===== src/rtl/sample_sequencer.sv =====
// sample_sequencer
//   Generates a periodic sample tick and runs one acquisition sequence per
//   tick: ADC start -> wait for conversion -> control start -> wait for the
//   control law -> PWM duty reload. Each wait is bounded by a timer. Late
//   ticks and expired waits are latched in sticky flags.
//
// Ports
//   clk_in        system clock, all logic on posedge
//   rst           synchronous active-high reset
//   enable        tick generation runs while high
//   divisor_in    new tick period (clk_in cycles)
//   divisor_load  strobe, captures divisor_in into the shadow period
//   adc_done      ADC conversion-complete pulse
//   ctrl_done     control-law-complete pulse
//   clear_err     clears overrun and timeout_err
//   tick_out      one-cycle period tick
//   adc_start     one-cycle ADC start pulse
//   ctrl_start    one-cycle control start pulse
//   pwm_update    one-cycle PWM reload pulse
//   busy          sequence in progress (FSM not IDLE)
//   overrun       sticky, tick arrived while busy
//   timeout_err   sticky, a wait state expired
//
// state     | meaning
// ----------+------------------------------------------------
// IDLE      | waiting for a tick
// ADC_WAIT  | adc_start issued, waiting for adc_done
// CTRL_WAIT | ctrl_start issued, waiting for ctrl_done
// UPDATE    | pwm_update issued, returns to IDLE next cycle

module sample_sequencer #(
    parameter logic [15:0] DIVISOR = 16'd6250,
    parameter logic [15:0] TIMEOUT = 16'd1000
) (
    input  logic        clk_in,
    input  logic        rst,
    input  logic        enable,
    input  logic [15:0] divisor_in,
    input  logic        divisor_load,
    input  logic        adc_done,
    input  logic        ctrl_done,
    input  logic        clear_err,
    output logic        tick_out,
    output logic        adc_start,
    output logic        ctrl_start,
    output logic        pwm_update,
    output logic        busy,
    output logic        overrun,
    output logic        timeout_err
);

    typedef enum logic [1:0] {
        IDLE      = 2'd0,
        ADC_WAIT  = 2'd1,
        CTRL_WAIT = 2'd2,
        UPDATE    = 2'd3
    } state_t;

    // ------------------------------------------------------------------
    // Period counter and divisor shadowing
    // ------------------------------------------------------------------
    logic [15:0] count;
    logic [15:0] count_next;
    logic [15:0] shadow_div;
    logic [15:0] active_div;
    logic [15:0] div_next;
    logic        wrap;

    assign wrap = (count == active_div - 16'd1);

    // The new period is only taken at a wrap (or while stopped), so the
    // period in flight is never cut short or stretched.
    always_comb begin
        count_next = 16'd0;
        div_next   = active_div;
        if (!enable) begin
            count_next = 16'd0;
            div_next   = shadow_div;
        end else if (wrap) begin
            count_next = 16'd0;
            div_next   = shadow_div;
        end else begin
            count_next = count + 16'd1;
        end
    end

    always_ff @(posedge clk_in) begin
        if (rst) begin
            count      <= 16'd0;
            shadow_div <= DIVISOR;
            active_div <= DIVISOR;
            tick_out   <= 1'b0;
        end else begin
            count      <= count_next;
            active_div <= div_next;
            if (divisor_load) begin
                shadow_div <= (divisor_in < 16'd2) ? 16'd2 : divisor_in;
            end
            // Registered tick: high in exactly the cycle whose counter value
            // is the last of the period.
            tick_out <= enable && (count_next == div_next - 16'd1);
        end
    end

    // ------------------------------------------------------------------
    // Sequencing FSM
    // ------------------------------------------------------------------
    state_t      state;
    state_t      state_next;
    logic [15:0] wait_timer;
    logic        expired;
    logic        timeout_evt;
    logic        overrun_evt;

    logic        adc_start_d;
    logic        ctrl_start_d;
    logic        pwm_update_d;
    logic        busy_d;
    logic        overrun_d;
    logic        timeout_err_d;

    // Expiry is flagged on the cycle the timer is about to reach TIMEOUT,
    // which bounds a wait to TIMEOUT cycles in the state.
    assign expired = (wait_timer == TIMEOUT - 16'd1);

    // State register, wait timer and output registers
    always_ff @(posedge clk_in) begin
        if (rst) begin
            state       <= IDLE;
            wait_timer  <= 16'd0;
            adc_start   <= 1'b0;
            ctrl_start  <= 1'b0;
            pwm_update  <= 1'b0;
            busy        <= 1'b0;
            overrun     <= 1'b0;
            timeout_err <= 1'b0;
        end else begin
            state <= state_next;
            if ((state_next != state) &&
                ((state_next == ADC_WAIT) || (state_next == CTRL_WAIT))) begin
                wait_timer <= 16'd0;
            end else if ((state == ADC_WAIT) || (state == CTRL_WAIT)) begin
                wait_timer <= wait_timer + 16'd1;
            end
            adc_start   <= adc_start_d;
            ctrl_start  <= ctrl_start_d;
            pwm_update  <= pwm_update_d;
            busy        <= busy_d;
            overrun     <= overrun_d;
            timeout_err <= timeout_err_d;
        end
    end

    // Next-state logic; a done pulse beats a simultaneous expiry.
    always_comb begin
        state_next  = state;
        timeout_evt = 1'b0;
        case (state)
            IDLE: begin
                if (tick_out) begin
                    state_next = ADC_WAIT;
                end
            end
            ADC_WAIT: begin
                if (adc_done) begin
                    state_next = CTRL_WAIT;
                end else if (expired) begin
                    state_next  = IDLE;
                    timeout_evt = 1'b1;
                end
            end
            CTRL_WAIT: begin
                if (ctrl_done) begin
                    state_next = UPDATE;
                end else if (expired) begin
                    state_next  = IDLE;
                    timeout_evt = 1'b1;
                end
            end
            UPDATE: begin
                state_next = IDLE;
            end
            default: begin
                state_next = IDLE;
            end
        endcase
    end

    // Output logic: next values of the registered outputs. Set events on
    // the sticky flags take priority over clear_err.
    always_comb begin
        adc_start_d  = (state == IDLE) && tick_out;
        ctrl_start_d = (state == ADC_WAIT) && adc_done;
        pwm_update_d = (state == CTRL_WAIT) && ctrl_done;
        busy_d       = (state_next != IDLE);
        overrun_evt  = tick_out && (state != IDLE);

        overrun_d = overrun;
        if (overrun_evt) begin
            overrun_d = 1'b1;
        end else if (clear_err) begin
            overrun_d = 1'b0;
        end

        timeout_err_d = timeout_err;
        if (timeout_evt) begin
            timeout_err_d = 1'b1;
        end else if (clear_err) begin
            timeout_err_d = 1'b0;
        end
    end

endmodule


===== config.mk =====
export PLATFORM = sky130hd
export DESIGN_NAME = sample_sequencer
export DESIGN_NICKNAME = d
export VERILOG_FILES = /design/src/rtl/sample_sequencer.sv
export SDC_FILE = /design/constraint.sdc
export NUM_CORES = 1
export LEC_CHECK = 0
export CAP_MARGIN = 20
export CORE_AREA = 2 2 89 91
export CTS_BUF_LIST = sky130_fd_sc_hd__clkbuf_8
export DETAILED_ROUTE_END_ITERATION = 10
export DIE_AREA = 0 0 91 93
export PLACE_DENSITY = 0.89
export SYNTH_ARGS = -nofsm -noshare
export SYNTH_HDL_FRONTEND = slang
export SYNTH_SLANG_ARGS = --single-unit

===== constraint.sdc =====
create_clock -name clk_in -period 6.64 [get_ports clk_in]
set_clock_uncertainty 0.05 [all_clocks]
set_input_delay 0.664 -clock clk_in [delete_from_list [all_inputs] [get_ports clk_in]]
set_output_delay 0.664 -clock clk_in [all_outputs]
set_load 0.02 [all_outputs]

==> flow_summary.toml <==
[status]
outcome = "finished, final reports clean"

[timing]
fin_crit_sh = 0.850
tightestPinTransition_ps = 912
final-hold-violation-count = 0
slew_viol_final = 0
achievable-frequency_ghz = 0.177
rsz0062_at_grt = "false"
slew_headroom = 0.390
finalSetupTns_ps = 0
final_critical_path_time_including_i_o_delays_and_setup_ps = 5640
setup_viol = 0

[detailed_routing]
dr.pass1.iters = 6
wl_per_cell_um = 16.2
viasPerCell = 6.04
drt_iter0_drc = 334
post-route-drc-count = 0
drt-total-wl_um = 10700
vias = 3980
antenna_violating_nets_post_route = 0

[yosys]
synth_enable_flop_cells = 0
dominantRegCellSynth = "sky130_fd_sc_hd__dfxtp_1"
yosys-mux-area-fraction = 0.0341
synth_adder_area_share = 0.0225
largest_family_of_logic_cells_by_synthesized_area = "simple AND/OR/NAND/NOR gates"
synthesized_area_um2 = 4440
mappedNetlistNets = 570
synth-simple-area-share = 0.290
syn-mean-instance-area_um2 = 8.24
ys.warnings.count = 0
syn-instance-count = 539
synthArstFlopShare = 0
netlist-cell-type-count = 67
synth_seq_cells = 73
synth_xor_area_frac = 0.153
yosysSeqAreaShare = 0.329
synth-compound-area-share = 0.130

[global_route]
gr-usage-all-layers = 0.261
grt_pass1_wl_um = 17800
gr-usage-met3 = 0.0371
initial_antenna_violation_count = 0
global_route_hottest_layer = "met2"
grt_use_met2 = 0.425
global_route.usage.met1 = 0.351
global_route.overflow_total = 0
maximum_number_of_pins_on_one_net_before_global_route_repair = 44
grt_pass1_vias = 3693

[clock_tree]
htreeDepth = 3
post-cts-setup-buffer-count = 0
clock-sinks = 73
cts.hold.buffers_added = 0
clock-root-buffer = "sky130_fd_sc_hd__clkbuf_8"
clock_pin_slew_worst_setup_and_hold_paths_ps = 90
clock_insertion_delay_worst_skew_ps = 360
cts.repair.resized = 0
cts_max_path_buffers = 2
cts_made_buffers = 9
clock_tree_from_tritoncts = "done"

[pwr]
worst_case_vdd_ir_drop_mv = 0.129
p_leak_nw = 1.80
powerDensity_nw_per_um2 = 207

[cells_and_area]
most-common-layout-cells = "sky130_fd_sc_hd__nor2_1 (74), sky130_fd_sc_hd__dfxtp_1 (73), sky130_fd_sc_hd__nand2_1 (54)"
layout_cell_share_with_drive_strength_beyond_1 = 0.0700
postLayoutCellArea_um2 = 4950
antenna_cells = 0
postLayoutCoreUtil = 0.658
synthToLayoutAreaGrowth_pct = 11.6
final_common_cell = "sky130_fd_sc_hd__nor2_1"
final_nets = 583
final_cell_count_no_fill = 659
fillCellCount = 626

[floorplanning]
boundaryPins = 30
dieArea_um2 = 8460
die-height_um = 93
floorplan.core_area_um2 = 7530
die_width_um = 91
floorplan.initialDensity = 0.590
fp-row-count = 32

[worst_setup_path]
critical_path.endpoint_type = "flop"
cp_data_required_time_ps = 6880
critPathLaunchType = "flop"
worstPathMaxFanout = 14
worstPathArrival_ps = 5890
timing_worst_setup_path_type = "reg -> reg"

[place]
portBuffers = 29
place_inst = 643
dp_hpwl_um = 7920
place.gp.congestion = 0.998
placed_cell_area_um2 = 4730

[hold_path]
hold_class = "reg -> reg"

[job]
drv.max_cap_violation_count = 0
per-layer routing:
metal | share of wire | wire (um)
met3 | 0.055 | 593
met2 | 0.46 | 4950
met4 | 0.027 | 288
met1 | 0.45 | 4850
met5 | 0 | 0
path summary, 6_finish.rpt:
check,startpoint,endpoint,slack (ps),depth (start not counted)
max,active_div[0],tick_out,1000,18
min,timeout_err,timeout_err,440,2
max reg2reg,active_div[0],tick_out,1000,18
min reg2reg,timeout_err,timeout_err,440,2
cells in the mapped netlist, types with 2 or more instances:
cell type                  instances  area share
sky130_fd_sc_hd__nor2_1           74       0.063
sky130_fd_sc_hd__dfxtp_1          73        0.33
sky130_fd_sc_hd__nand2_1          54       0.046
sky130_fd_sc_hd__xnor2_1          40       0.079
sky130_fd_sc_hd__xor2_1           30       0.059
sky130_fd_sc_hd__clkbuf_1         21       0.018
sky130_fd_sc_hd__a21oi_1          19       0.021
sky130_fd_sc_hd__o21ai_0          19       0.021
sky130_fd_sc_hd__nand3_1          17       0.019
sky130_fd_sc_hd__nor3_1           17       0.019
sky130_fd_sc_hd__mux2i_1          14       0.032
sky130_fd_sc_hd__nand4_1          12       0.017
sky130_fd_sc_hd__nor2b_1          12       0.017
sky130_fd_sc_hd__nor4_1           12       0.017
sky130_fd_sc_hd__inv_1             9      0.0076
sky130_fd_sc_hd__and3_1            8       0.011
sky130_fd_sc_hd__ha_1              8       0.023
sky130_fd_sc_hd__nand2b_1          8       0.011
sky130_fd_sc_hd__nand3b_1          6       0.010
sky130_fd_sc_hd__a211o_1           5      0.0099
sky130_fd_sc_hd__a31oi_1           4      0.0056
sky130_fd_sc_hd__or4_1             4      0.0068
sky130_fd_sc_hd__a21o_1            3      0.0051
sky130_fd_sc_hd__a31o_2            3      0.0059
sky130_fd_sc_hd__nor3b_1           3      0.0051
sky130_fd_sc_hd__o211ai_1          3      0.0051
sky130_fd_sc_hd__or2_2             3      0.0042
sky130_fd_sc_hd__or3_1             3      0.0042
sky130_fd_sc_hd__xnor3_1           3       0.015
sky130_fd_sc_hd__a211oi_1          2      0.0034
sky130_fd_sc_hd__a22o_1            2      0.0039
sky130_fd_sc_hd__a311o_1           2      0.0045
sky130_fd_sc_hd__and2_1            2      0.0028
sky130_fd_sc_hd__and4_1            2      0.0039
sky130_fd_sc_hd__buf_2             2      0.0023
sky130_fd_sc_hd__buf_4             2      0.0034
sky130_fd_sc_hd__buf_6             2      0.0051
sky130_fd_sc_hd__nand4b_1          2      0.0039
sky130_fd_sc_hd__nor4_2            2      0.0056
sky130_fd_sc_hd__o2111a_1          2      0.0051
sky130_fd_sc_hd__o21a_1            2      0.0034
sky130_fd_sc_hd__o31ai_1           2      0.0034
sky130_fd_sc_hd__or4_4             2      0.0051
flip-flops by register name, indices dropped and copies added (netlist names):
register and flops:
busy 1, shadow_div 16, state 2, count 16
active_div 16, wait_timer 16, timeout_err 1, pwm_update 1
adc_start 1, ctrl_start 1, overrun 1, tick_out 1
critical path, stage by stage (launching register included):
cell,delay (ps)
sky130_fd_sc_hd__dfxtp_1,400
sky130_fd_sc_hd__inv_1,90
sky130_fd_sc_hd__ha_1,180
sky130_fd_sc_hd__nor3b_1,720
sky130_fd_sc_hd__a31o_2,250
sky130_fd_sc_hd__a32o_1,140
sky130_fd_sc_hd__o2111a_1,190
sky130_fd_sc_hd__nand4_1,150
sky130_fd_sc_hd__and2_0,450
sky130_fd_sc_hd__a21boi_0,390
sky130_fd_sc_hd__ha_1,390
sky130_fd_sc_hd__nor3b_1,640
sky130_fd_sc_hd__nand2_1,160
sky130_fd_sc_hd__xnor2_1,170
sky130_fd_sc_hd__xnor2_1,130
sky130_fd_sc_hd__or4_1,510
sky130_fd_sc_hd__o41ai_2,280
sky130_fd_sc_hd__nand4_1,130
sky130_fd_sc_hd__a211oi_2,150
logic make-up (layout without fill, tap and decap cells):
kind of cell               count (synthesis)  in the layout
muxes                                     15             15
adders and majority gates                  8              8
buffers and inverters                     38             56
DFF                                       73             73
xor gates and xnor gates                  73             73
AOI/OAI and AO/OA                         81             81
and+or+nand+nor                          251            251
layout make-up:
type	instances	area, um^2	area share
Clock buffer	9	124	0.0250
Clock inverter	7	103	0.0207
Inverter	9	33.8	0.00682
Multi-Input combinational cell	428	2800	0.565
Sequential cell	73	1460	0.295
Tap cell	102	128	0.0258
Timing Repair Buffer	31	305	0.0616
per-stage QoR:
step	total power [W]	setup slack, ps	hold WS, ps
4_1_cts	0.00102	1060	446
3_5_place_dp	0.000627	1090	435
2_1_floorplan	0.000584	1800	404
3_3_place_gp	0.000621	1290	410
6_report	0.00103	996	436
5_1_grt	0.00106	557	461
power by group:
group	total (W)	switching, W	internal (W)
clock	0.000408	0.000191	0.000216
combinational	0.000144	0.0000781	0.0000664
sequential	0.000475	0.0000226	0.000452
Note: power is estimated with default switching activity, not from simulation.
